==> src/rtl/rpn_evaluator_if.sv <==
// ============================================================================
// rpn_evaluator_if : program-ROM fetch port and fixed_point_alu command port
// Rev 1.0
// ============================================================================
`default_nettype none

interface rpn_evaluator_if #(
    parameter int NUMBER_WIDTH = 16,
    parameter int ADDR_WIDTH   = 5
);
    logic [ADDR_WIDTH-1:0]   program_addr;
    logic [NUMBER_WIDTH+1:0] program_data;
    logic                    alu_start;
    logic [2:0]              alu_op;
    logic [NUMBER_WIDTH-1:0] alu_a;
    logic [NUMBER_WIDTH-1:0] alu_b;
    logic                    alu_done;
    logic [NUMBER_WIDTH-1:0] alu_result;

    modport master (
        output program_addr,
        input  program_data,
        output alu_start,
        output alu_op,
        output alu_a,
        output alu_b,
        input  alu_done,
        input  alu_result
    );

    modport slave (
        input  program_addr,
        output program_data,
        input  alu_start,
        input  alu_op,
        input  alu_a,
        input  alu_b,
        output alu_done,
        output alu_result
    );
endinterface

`default_nettype wire

==> src/rtl/rpn_evaluator.sv <==
// ============================================================================
// rpn_evaluator : postfix program sequencer with operand stack driving a shared ALU
// Optional macro RPN_EVALUATOR_CYCLE_COUNT_EN adds a saturating busy-cycle counter.
// Rev 1.0
// ============================================================================
`default_nettype none

module rpn_evaluator #(
    parameter int INTEGER_PART_WIDTH    = 8,
    parameter int FRACTIONAL_PART_WIDTH = 8,
    parameter int PROGRAM_LENGTH        = 32,
    parameter int STACK_DEPTH           = 8
) (
    input  wire                                                 clk,
    input  wire                                                 rst_n,
    input  wire                                                 start,
    input  wire  [INTEGER_PART_WIDTH+FRACTIONAL_PART_WIDTH-1:0] x,
    output logic                                                done,
    output logic [INTEGER_PART_WIDTH+FRACTIONAL_PART_WIDTH-1:0] result,
    output logic                                                error,
`ifdef RPN_EVALUATOR_CYCLE_COUNT_EN
    output logic [15:0]                                         cycle_count,
`endif
    rpn_evaluator_if.master                                     bus
);

    localparam int NUMBER_WIDTH = INTEGER_PART_WIDTH + FRACTIONAL_PART_WIDTH;
    localparam int ADDR_WIDTH   = $clog2(PROGRAM_LENGTH);
    localparam int PC_W         = ADDR_WIDTH + 1;
    localparam int SP_W         = $clog2(STACK_DEPTH + 1);
    localparam int IDX_W        = (STACK_DEPTH > 1) ? $clog2(STACK_DEPTH) : 1;

    localparam logic [PC_W-1:0] PC_ONE  = PC_W'(1);
    localparam logic [PC_W-1:0] PC_END  = PC_W'(PROGRAM_LENGTH);
    localparam logic [SP_W-1:0] SP_ONE  = SP_W'(1);
    localparam logic [SP_W-1:0] SP_TWO  = SP_W'(2);
    localparam logic [SP_W-1:0] SP_FULL = SP_W'(STACK_DEPTH);

    localparam logic [1:0] KIND_CONST = 2'b00;
    localparam logic [1:0] KIND_X     = 2'b01;
    localparam logic [1:0] KIND_OP    = 2'b10;

    typedef enum logic [2:0] {
        S_IDLE       = 3'd0,
        S_FETCH      = 3'd1,
        S_DECODE     = 3'd2,
        S_ALU_ISSUE  = 3'd3,
        S_ALU_SETTLE = 3'd4,
        S_ALU_WAIT   = 3'd5
    } state_t;

    state_t                  r_state;
    state_t                  w_state_next;
    logic [PC_W-1:0]         r_pc;
    logic [SP_W-1:0]         r_sp;
    logic [NUMBER_WIDTH-1:0] r_x;
    logic [2:0]              r_op;
    logic [NUMBER_WIDTH-1:0] r_stack [STACK_DEPTH];

    logic                    w_accept;
    logic                    w_push;
    logic                    w_latch_op;
    logic                    w_pop;
    logic                    w_finish;
    logic                    w_fail;
    logic [1:0]              w_kind;
    logic [NUMBER_WIDTH-1:0] w_payload;
    logic [NUMBER_WIDTH-1:0] w_push_data;
    logic [IDX_W-1:0]        w_idx_top;
    logic [IDX_W-1:0]        w_idx_a;
    logic [IDX_W-1:0]        w_idx_b;

    assign w_kind      = bus.program_data[NUMBER_WIDTH+1:NUMBER_WIDTH];
    assign w_payload   = bus.program_data[NUMBER_WIDTH-1:0];
    assign w_push_data = (w_kind == KIND_X) ? r_x : w_payload;
    assign w_idx_top   = IDX_W'(r_sp);
    assign w_idx_a     = IDX_W'(r_sp - SP_TWO);
    assign w_idx_b     = IDX_W'(r_sp - SP_ONE);

    always_ff @(posedge clk or negedge rst_n) begin
        if (!rst_n) begin
            r_state <= S_IDLE;
        end else begin
            r_state <= w_state_next;
        end
    end

    always_comb begin
        w_state_next = r_state;
        w_accept     = 1'b0;
        w_push       = 1'b0;
        w_latch_op   = 1'b0;
        w_pop        = 1'b0;
        w_finish     = 1'b0;
        w_fail       = 1'b0;
        case (r_state)
            S_IDLE: begin
                if (start) begin
                    w_accept     = 1'b1;
                    w_state_next = S_FETCH;
                end
            end
            S_FETCH: begin
                if (r_pc == PC_END) begin
                    w_fail       = 1'b1;
                    w_state_next = S_IDLE;
                end else begin
                    w_state_next = S_DECODE;
                end
            end
            S_DECODE: begin
                case (w_kind)
                    KIND_CONST, KIND_X: begin
                        if (r_sp == SP_FULL) begin
                            w_fail       = 1'b1;
                            w_state_next = S_IDLE;
                        end else begin
                            w_push       = 1'b1;
                            w_state_next = S_FETCH;
                        end
                    end
                    KIND_OP: begin
                        // Only add/sub/mul/div exist, so op codes with bit 2 set are illegal
                        if ((r_sp < SP_TWO) || w_payload[2]) begin
                            w_fail       = 1'b1;
                            w_state_next = S_IDLE;
                        end else begin
                            w_latch_op   = 1'b1;
                            w_state_next = S_ALU_ISSUE;
                        end
                    end
                    default: begin
                        if (r_sp != SP_ONE) begin
                            w_fail = 1'b1;
                        end else begin
                            w_finish = 1'b1;
                        end
                        w_state_next = S_IDLE;
                    end
                endcase
            end
            S_ALU_ISSUE: begin
                if (bus.alu_done) begin
                    w_state_next = S_ALU_SETTLE;
                end
            end
            // The ALU still shows ready in the cycle right after start
            S_ALU_SETTLE: begin
                w_state_next = S_ALU_WAIT;
            end
            S_ALU_WAIT: begin
                if (bus.alu_done) begin
                    w_pop        = 1'b1;
                    w_state_next = S_FETCH;
                end
            end
            default: begin
                w_state_next = S_IDLE;
            end
        endcase
    end

    always_ff @(posedge clk or negedge rst_n) begin
        if (!rst_n) begin
            r_pc   <= '0;
            r_sp   <= '0;
            r_x    <= '0;
            r_op   <= '0;
            result <= '0;
            error  <= 1'b0;
        end else begin
            if (w_accept) begin
                r_x   <= x;
                r_pc  <= '0;
                r_sp  <= '0;
                error <= 1'b0;
            end
            if (w_push) begin
                r_sp <= r_sp + SP_ONE;
                r_pc <= r_pc + PC_ONE;
            end
            if (w_latch_op) begin
                r_op <= w_payload[2:0];
            end
            if (w_pop) begin
                r_sp <= r_sp - SP_ONE;
                r_pc <= r_pc + PC_ONE;
            end
            if (w_finish) begin
                result <= r_stack[0];
            end
            if (w_fail) begin
                result <= '0;
                error  <= 1'b1;
            end
        end
    end

    always_ff @(posedge clk) begin
        if (w_push) begin
            r_stack[w_idx_top] <= w_push_data;
        end else if (w_pop) begin
            r_stack[w_idx_a] <= bus.alu_result;
        end
    end

`ifdef RPN_EVALUATOR_CYCLE_COUNT_EN
    always_ff @(posedge clk or negedge rst_n) begin
        if (!rst_n) begin
            cycle_count <= 16'd0;
        end else if (w_accept) begin
            cycle_count <= 16'd0;
        end else if ((r_state != S_IDLE) && (cycle_count != 16'hFFFF)) begin
            cycle_count <= cycle_count + 16'd1;
        end
    end
`endif

    assign done             = (r_state == S_IDLE);
    assign bus.program_addr = r_pc[ADDR_WIDTH-1:0];
    assign bus.alu_start    = (r_state == S_ALU_ISSUE) && bus.alu_done;
    assign bus.alu_op       = r_op;
    assign bus.alu_a        = r_stack[w_idx_a];
    assign bus.alu_b        = r_stack[w_idx_b];

endmodule

`default_nettype wire

==> src/flat_wrapper.sv <==
// flat-port wrapper written by rule: the top's interface ports become plain ports
module rpn_evaluator_flat 
#(
    parameter int INTEGER_PART_WIDTH    = 8,
    parameter int FRACTIONAL_PART_WIDTH = 8,
    parameter int PROGRAM_LENGTH        = 32,
    parameter int STACK_DEPTH           = 8
)
  (clk, rst_n, start, x, done, result, error, bus_program_addr, bus_program_data, bus_alu_start, bus_alu_op, bus_alu_a, bus_alu_b, bus_alu_done, bus_alu_result);
  rpn_evaluator_if #(.NUMBER_WIDTH(16), .ADDR_WIDTH(5)) bus_i ();
  input  wire clk;
  input  wire rst_n;
  input  wire start;
  input  wire  [INTEGER_PART_WIDTH+FRACTIONAL_PART_WIDTH-1:0] x;
  output logic done;
  output logic [INTEGER_PART_WIDTH+FRACTIONAL_PART_WIDTH-1:0] result;
  output logic error;
  output wire logic [$bits(bus_i.program_addr)-1:0] bus_program_addr;
  input wire logic [$bits(bus_i.program_data)-1:0] bus_program_data;
  output wire logic [$bits(bus_i.alu_start)-1:0] bus_alu_start;
  output wire logic [$bits(bus_i.alu_op)-1:0] bus_alu_op;
  output wire logic [$bits(bus_i.alu_a)-1:0] bus_alu_a;
  output wire logic [$bits(bus_i.alu_b)-1:0] bus_alu_b;
  input wire logic [$bits(bus_i.alu_done)-1:0] bus_alu_done;
  input wire logic [$bits(bus_i.alu_result)-1:0] bus_alu_result;
  assign bus_program_addr = bus_i.program_addr;
  assign bus_i.program_data = bus_program_data;
  assign bus_alu_start = bus_i.alu_start;
  assign bus_alu_op = bus_i.alu_op;
  assign bus_alu_a = bus_i.alu_a;
  assign bus_alu_b = bus_i.alu_b;
  assign bus_i.alu_done = bus_alu_done;
  assign bus_i.alu_result = bus_alu_result;
  rpn_evaluator #(.INTEGER_PART_WIDTH(INTEGER_PART_WIDTH), .FRACTIONAL_PART_WIDTH(FRACTIONAL_PART_WIDTH), .PROGRAM_LENGTH(PROGRAM_LENGTH), .STACK_DEPTH(STACK_DEPTH)) u_core (.clk(clk), .rst_n(rst_n), .start(start), .x(x), .done(done), .result(result), .error(error), .bus(bus_i));
endmodule
==> config.mk <==
export PLATFORM = sky130hd
export DESIGN_NAME = rpn_evaluator_flat
export DESIGN_NICKNAME = d
export VERILOG_FILES = /design/src/rtl/rpn_evaluator_if.sv /design/src/rtl/rpn_evaluator.sv /design/src/flat_wrapper.sv
export SDC_FILE = /design/constraint.sdc
export NUM_CORES = 1
export LEC_CHECK = 0
export ABC_AREA = 0
export CAP_MARGIN = 20
export CORE_AREA = 2 2 148 150
export DETAILED_ROUTE_END_ITERATION = 10
export DIE_AREA = 0 0 150 152
export PLACE_DENSITY = 0.65
export SYNTH_ARGS = -nofsm -noshare
export SYNTH_HDL_FRONTEND = slang
export SYNTH_SLANG_ARGS = --single-unit
export TNS_END_PERCENT = 1
==> constraint.sdc <==
create_clock -name clk -period 3.5 [get_ports clk]
set_input_delay 0.7 -clock clk [delete_from_list [all_inputs] [get_ports clk]]
set_output_delay 0.7 -clock clk [all_outputs]
set_load 0.02 [all_outputs]
==> impl_metrics.ini, run 1 <==
[floorplan]
num_rows = 54
io_pins = 113
dieArea_um2 = 22800
die_width_um = 150
die_h_um = 152
start_util_pct = 40.3
core_um2 = 21400

[worst_setup_path]
path_depth = 4
critPathMaxStageDelay_ns = 0.57
arrival_ns = 2.66
r2r_end = u_core.r_stack[7][12]
cp_slowest_cell = mux4_2
crit_type = flip-flop to output port
rr_worst_depth = 5
startpoint_type = flip-flop
critPathRequiredTime_ns = 2.80
cp.buffers_inverters = 2
crit_path_max_fanout = 70
reg2reg_from = u_core.r_state[0]
reg2reg_slack_ns = 1.08
cp_top_family = buffers and inverters
crit_chain = buf_12, mux4_2, mux2_2, clkdlybuf4s50_1
cp-end-kind = output port

[sta]
hold_viol = 0
slew_headroom_pct = 27.1
layout_setup_ws_ns = 0.137
finalMaxSlewViolations = 0
finalCriticalPeriod_ns = 3.36
rsz0062_at_grt = no
whs_ns = 0.256
tightestPinTransition_ns = 1.08
fmax_ghz = 0.297
fin_tns_setup_ns = 0
setup_viol_count_final = 0
finalClockSkew_ns = 0.00987
post-route-period-util_pct = 96.1

[cts]
cts_buffers = 17
clock_latency_ns = 0.42
cts_buffer_depth = 2
post_cts_buffers = 0
tritoncts = done
root_buffer = clkbuf_16
clk_pin_slew_worst_paths_ns = 0.06
cts_num_sinks = 177
htree_levels = 4

[power_and_ir_drop]
swShare_pct = 34.8
p_int_mw = 5.96
pwr-share-seq_pct = 31.2
ir_drop_v = 0.000377
p_per_area_nw_per_um2 = 849
p_leak_nw = 3.86
combPwrFrac_pct = 47.7
p_sw_mw = 3.18
clkPwrFrac_pct = 21.2

[yosys]
syn_area_um2 = 8600
synth-seq-cells = 177
ys_dominant_reg_cell = edfxtp_1
syn_area_per_cell_um2 = 15.4
synth_edf_count = 128
ys_seq_area_share_pct = 59.0
synth_cell_types = 44
syn_nets = 621
syn_inst = 559
async_reset_ff_share_pct = 27.7
ys.warnings.count = 0

[placed_design]
pre_cts_slack_ns = 0.249
dp_hpwl_um = 13900
globalplace.congestion = 0.802
port_buffers = 112

[detailed_routing]
drc = 0
vias_per_cell = 5.42
first_pass_iters = 4
drtIter0Drc = 323
wirelength_um = 20200
ant_nets = 0
vias = 5302
avgRoutedWirePerCell_um = 20.7

[final_layout]
final_common_cell = edfxtp_1
diodes = 0
nNetsFinal = 749
layout-drive-gt1-share_pct = 25.2
syn_to_final_growth_pct = 25.2
final_cell_mix = 128 x edfxtp_1, 97 x clkdlybuf4s50_1, 79 x nand2_1

[grt]
grt_antenna_before_repair = 0
grt.overflow.total = 0
grt_max_degree = 71
grt_pass1_wl_um = 31300
grt.total_usage_pct = 18.4
grt_pass1_vias = 5472

[hold_path]
min_path_type = primary input to async pin

[job]
maxCapViolCount = 0

[run_status]
status = finished, final reports clean
-- layout make-up --
type | instances | area (um2)
Clock inverter | 9 | 131
Multi-Input combinational cell | 333 | 3250
Clock buffer | 22 | 474
Timing Repair Buffer | 151 | 1450
Fill cell | 1819 | 10600
Inverter | 7 | 26.3
Tap cell | 280 | 350
Sequential cell | 177 | 5070
-- metal layers --
layer | track usage, % | vias up | wire, um
met3 | 3.06 | 16 | 967
met5 | 0 | - | 0
met1 | 24.8 | 2712 | 8870
li1 | - | 2406 | -
met4 | 5.62 | 0 | 234
met2 | 30.7 | 168 | 10200
-- what timing repair did --
| action | 4_1_cts | 5_1_grt |
|---|---|---|
| hold buffers | 0 | 0 |
| gates resized for setup | 15 | 0 |
| endpoints found under the setup margin | 15 | 0 |
-- power groups by stage --
stage	clock network [mW]	registers (mW)	logic [mW]
2_1_floorplan	0	2.88	2.82
4_1_cts	1.97	2.85	4.42
3_3_place_gp	0	2.87	4.44
3_5_place_dp	0	2.89	4.51
5_1_grt	2.05	2.89	4.64
6_report	1.93	2.85	4.36
-- synth_stat cells (2+ instances only) --
library cell / count / area share, %
buf_2: 17 / 0.99
and3_1: 2 / 0.15
o22ai_1: 2 / 0.15
inv_1: 7 / 0.31
a21o_1: 5 / 0.44
nor3_1: 5 / 0.29
clkbuf_1: 9 / 0.39
dfrtp_1: 49 / 14
mux4_2: 64 / 17
a31oi_1: 9 / 0.65
nor2_1: 28 / 1.2
edfxtp_1: 128 / 45
ha_1: 8 / 1.2
nand2b_1: 3 / 0.22
o21ai_0: 17 / 0.99
buf_4: 8 / 0.70
a21oi_1: 12 / 0.70
nor4b_4: 2 / 0.55
xor2_1: 2 / 0.20
or2_2: 2 / 0.15
nand4b_1: 2 / 0.20
mux2i_1: 32 / 3.7
nand3_1: 7 / 0.41
mux2_2: 34 / 4.5
buf_6: 3 / 0.39
clkbuf_8: 2 / 0.32
nand2_1: 79 / 3.4
and2_1: 3 / 0.22
nor2b_1: 2 / 0.15
buf_1: 2 / 0.087
-- how the worst max path moves through the flow --
stage                   startpoint       endpoint  slack [ns]
CTS                 u_core.r_sp[0]  bus_alu_a[14]        0.09
floorplan           u_core.r_sp[0]   bus_alu_b[0]        0.22
global placement    u_core.r_sp[0]   bus_alu_b[9]        0.26
global route        u_core.r_sp[0]   bus_alu_b[9]        0.06
detailed placement  u_core.r_sp[0]  bus_alu_b[15]        0.25
finish              u_core.r_sp[0]  bus_alu_a[14]        0.14
-- state kept, by name, indices dropped and copies added (netlist names) --
| signal | flops |
|---|---|
| u_core.bus.alu_op | 3 |
| u_core.r_x | 16 |
| u_core.r_stack | 128 |
| u_core.error | 1 |
| u_core.result | 16 |
| u_core.r_pc | 6 |
| u_core.r_sp | 4 |
| u_core.r_state | 3 |
-- stage by stage --
| step | area, um2 | instances | util, % | total power [mW] |
|---|---|---|---|---|
| 5_1_grt | 10800 | 979 | 50.4 | 9.58 |
| 4_1_cts | 10800 | 978 | 50.4 | 9.24 |
| 6_report | 10800 | 979 | 50.4 | 9.14 |
| 3_3_place_gp | 10200 | 947 | 47.6 | 7.32 |
| 3_5_place_dp | 10200 | 947 | 47.6 | 7.40 |
| 2_1_floorplan | 8600 | 559 | - | 5.70 |
-- cells by family (layout without fill, tap and decap cells) --
family                     count (synthesis)  in the layout  synth area share, %
adders and majority gates                  8              8                 1.16
muxes                                    130            130                 24.9
DFF                                      177            177                 59.0
xor gates and xnor gates                   2              2                0.204
and+or+nand+nor                          142            142                 7.71
AOI/OAI and AO/OA                         51             51                 3.57
buffers and inverters                     49            189                 3.42
Power figures use the tool's default switching activity.
==> inputs of run 2 (changes only) <==
--- a/config.mk
+++ b/config.mk
@@ -10,6 +10,7 @@
 export CORE_AREA = 2 2 148 150
 export DETAILED_ROUTE_END_ITERATION = 10
 export DIE_AREA = 0 0 150 152
+export HOLD_SLACK_MARGIN = 0.1
 export PLACE_DENSITY = 0.65
 export SYNTH_ARGS = -nofsm -noshare
 export SYNTH_HDL_FRONTEND = slang
==> results of run 2 <==
Final layout, timing and power as in run 1 (identical DEF).
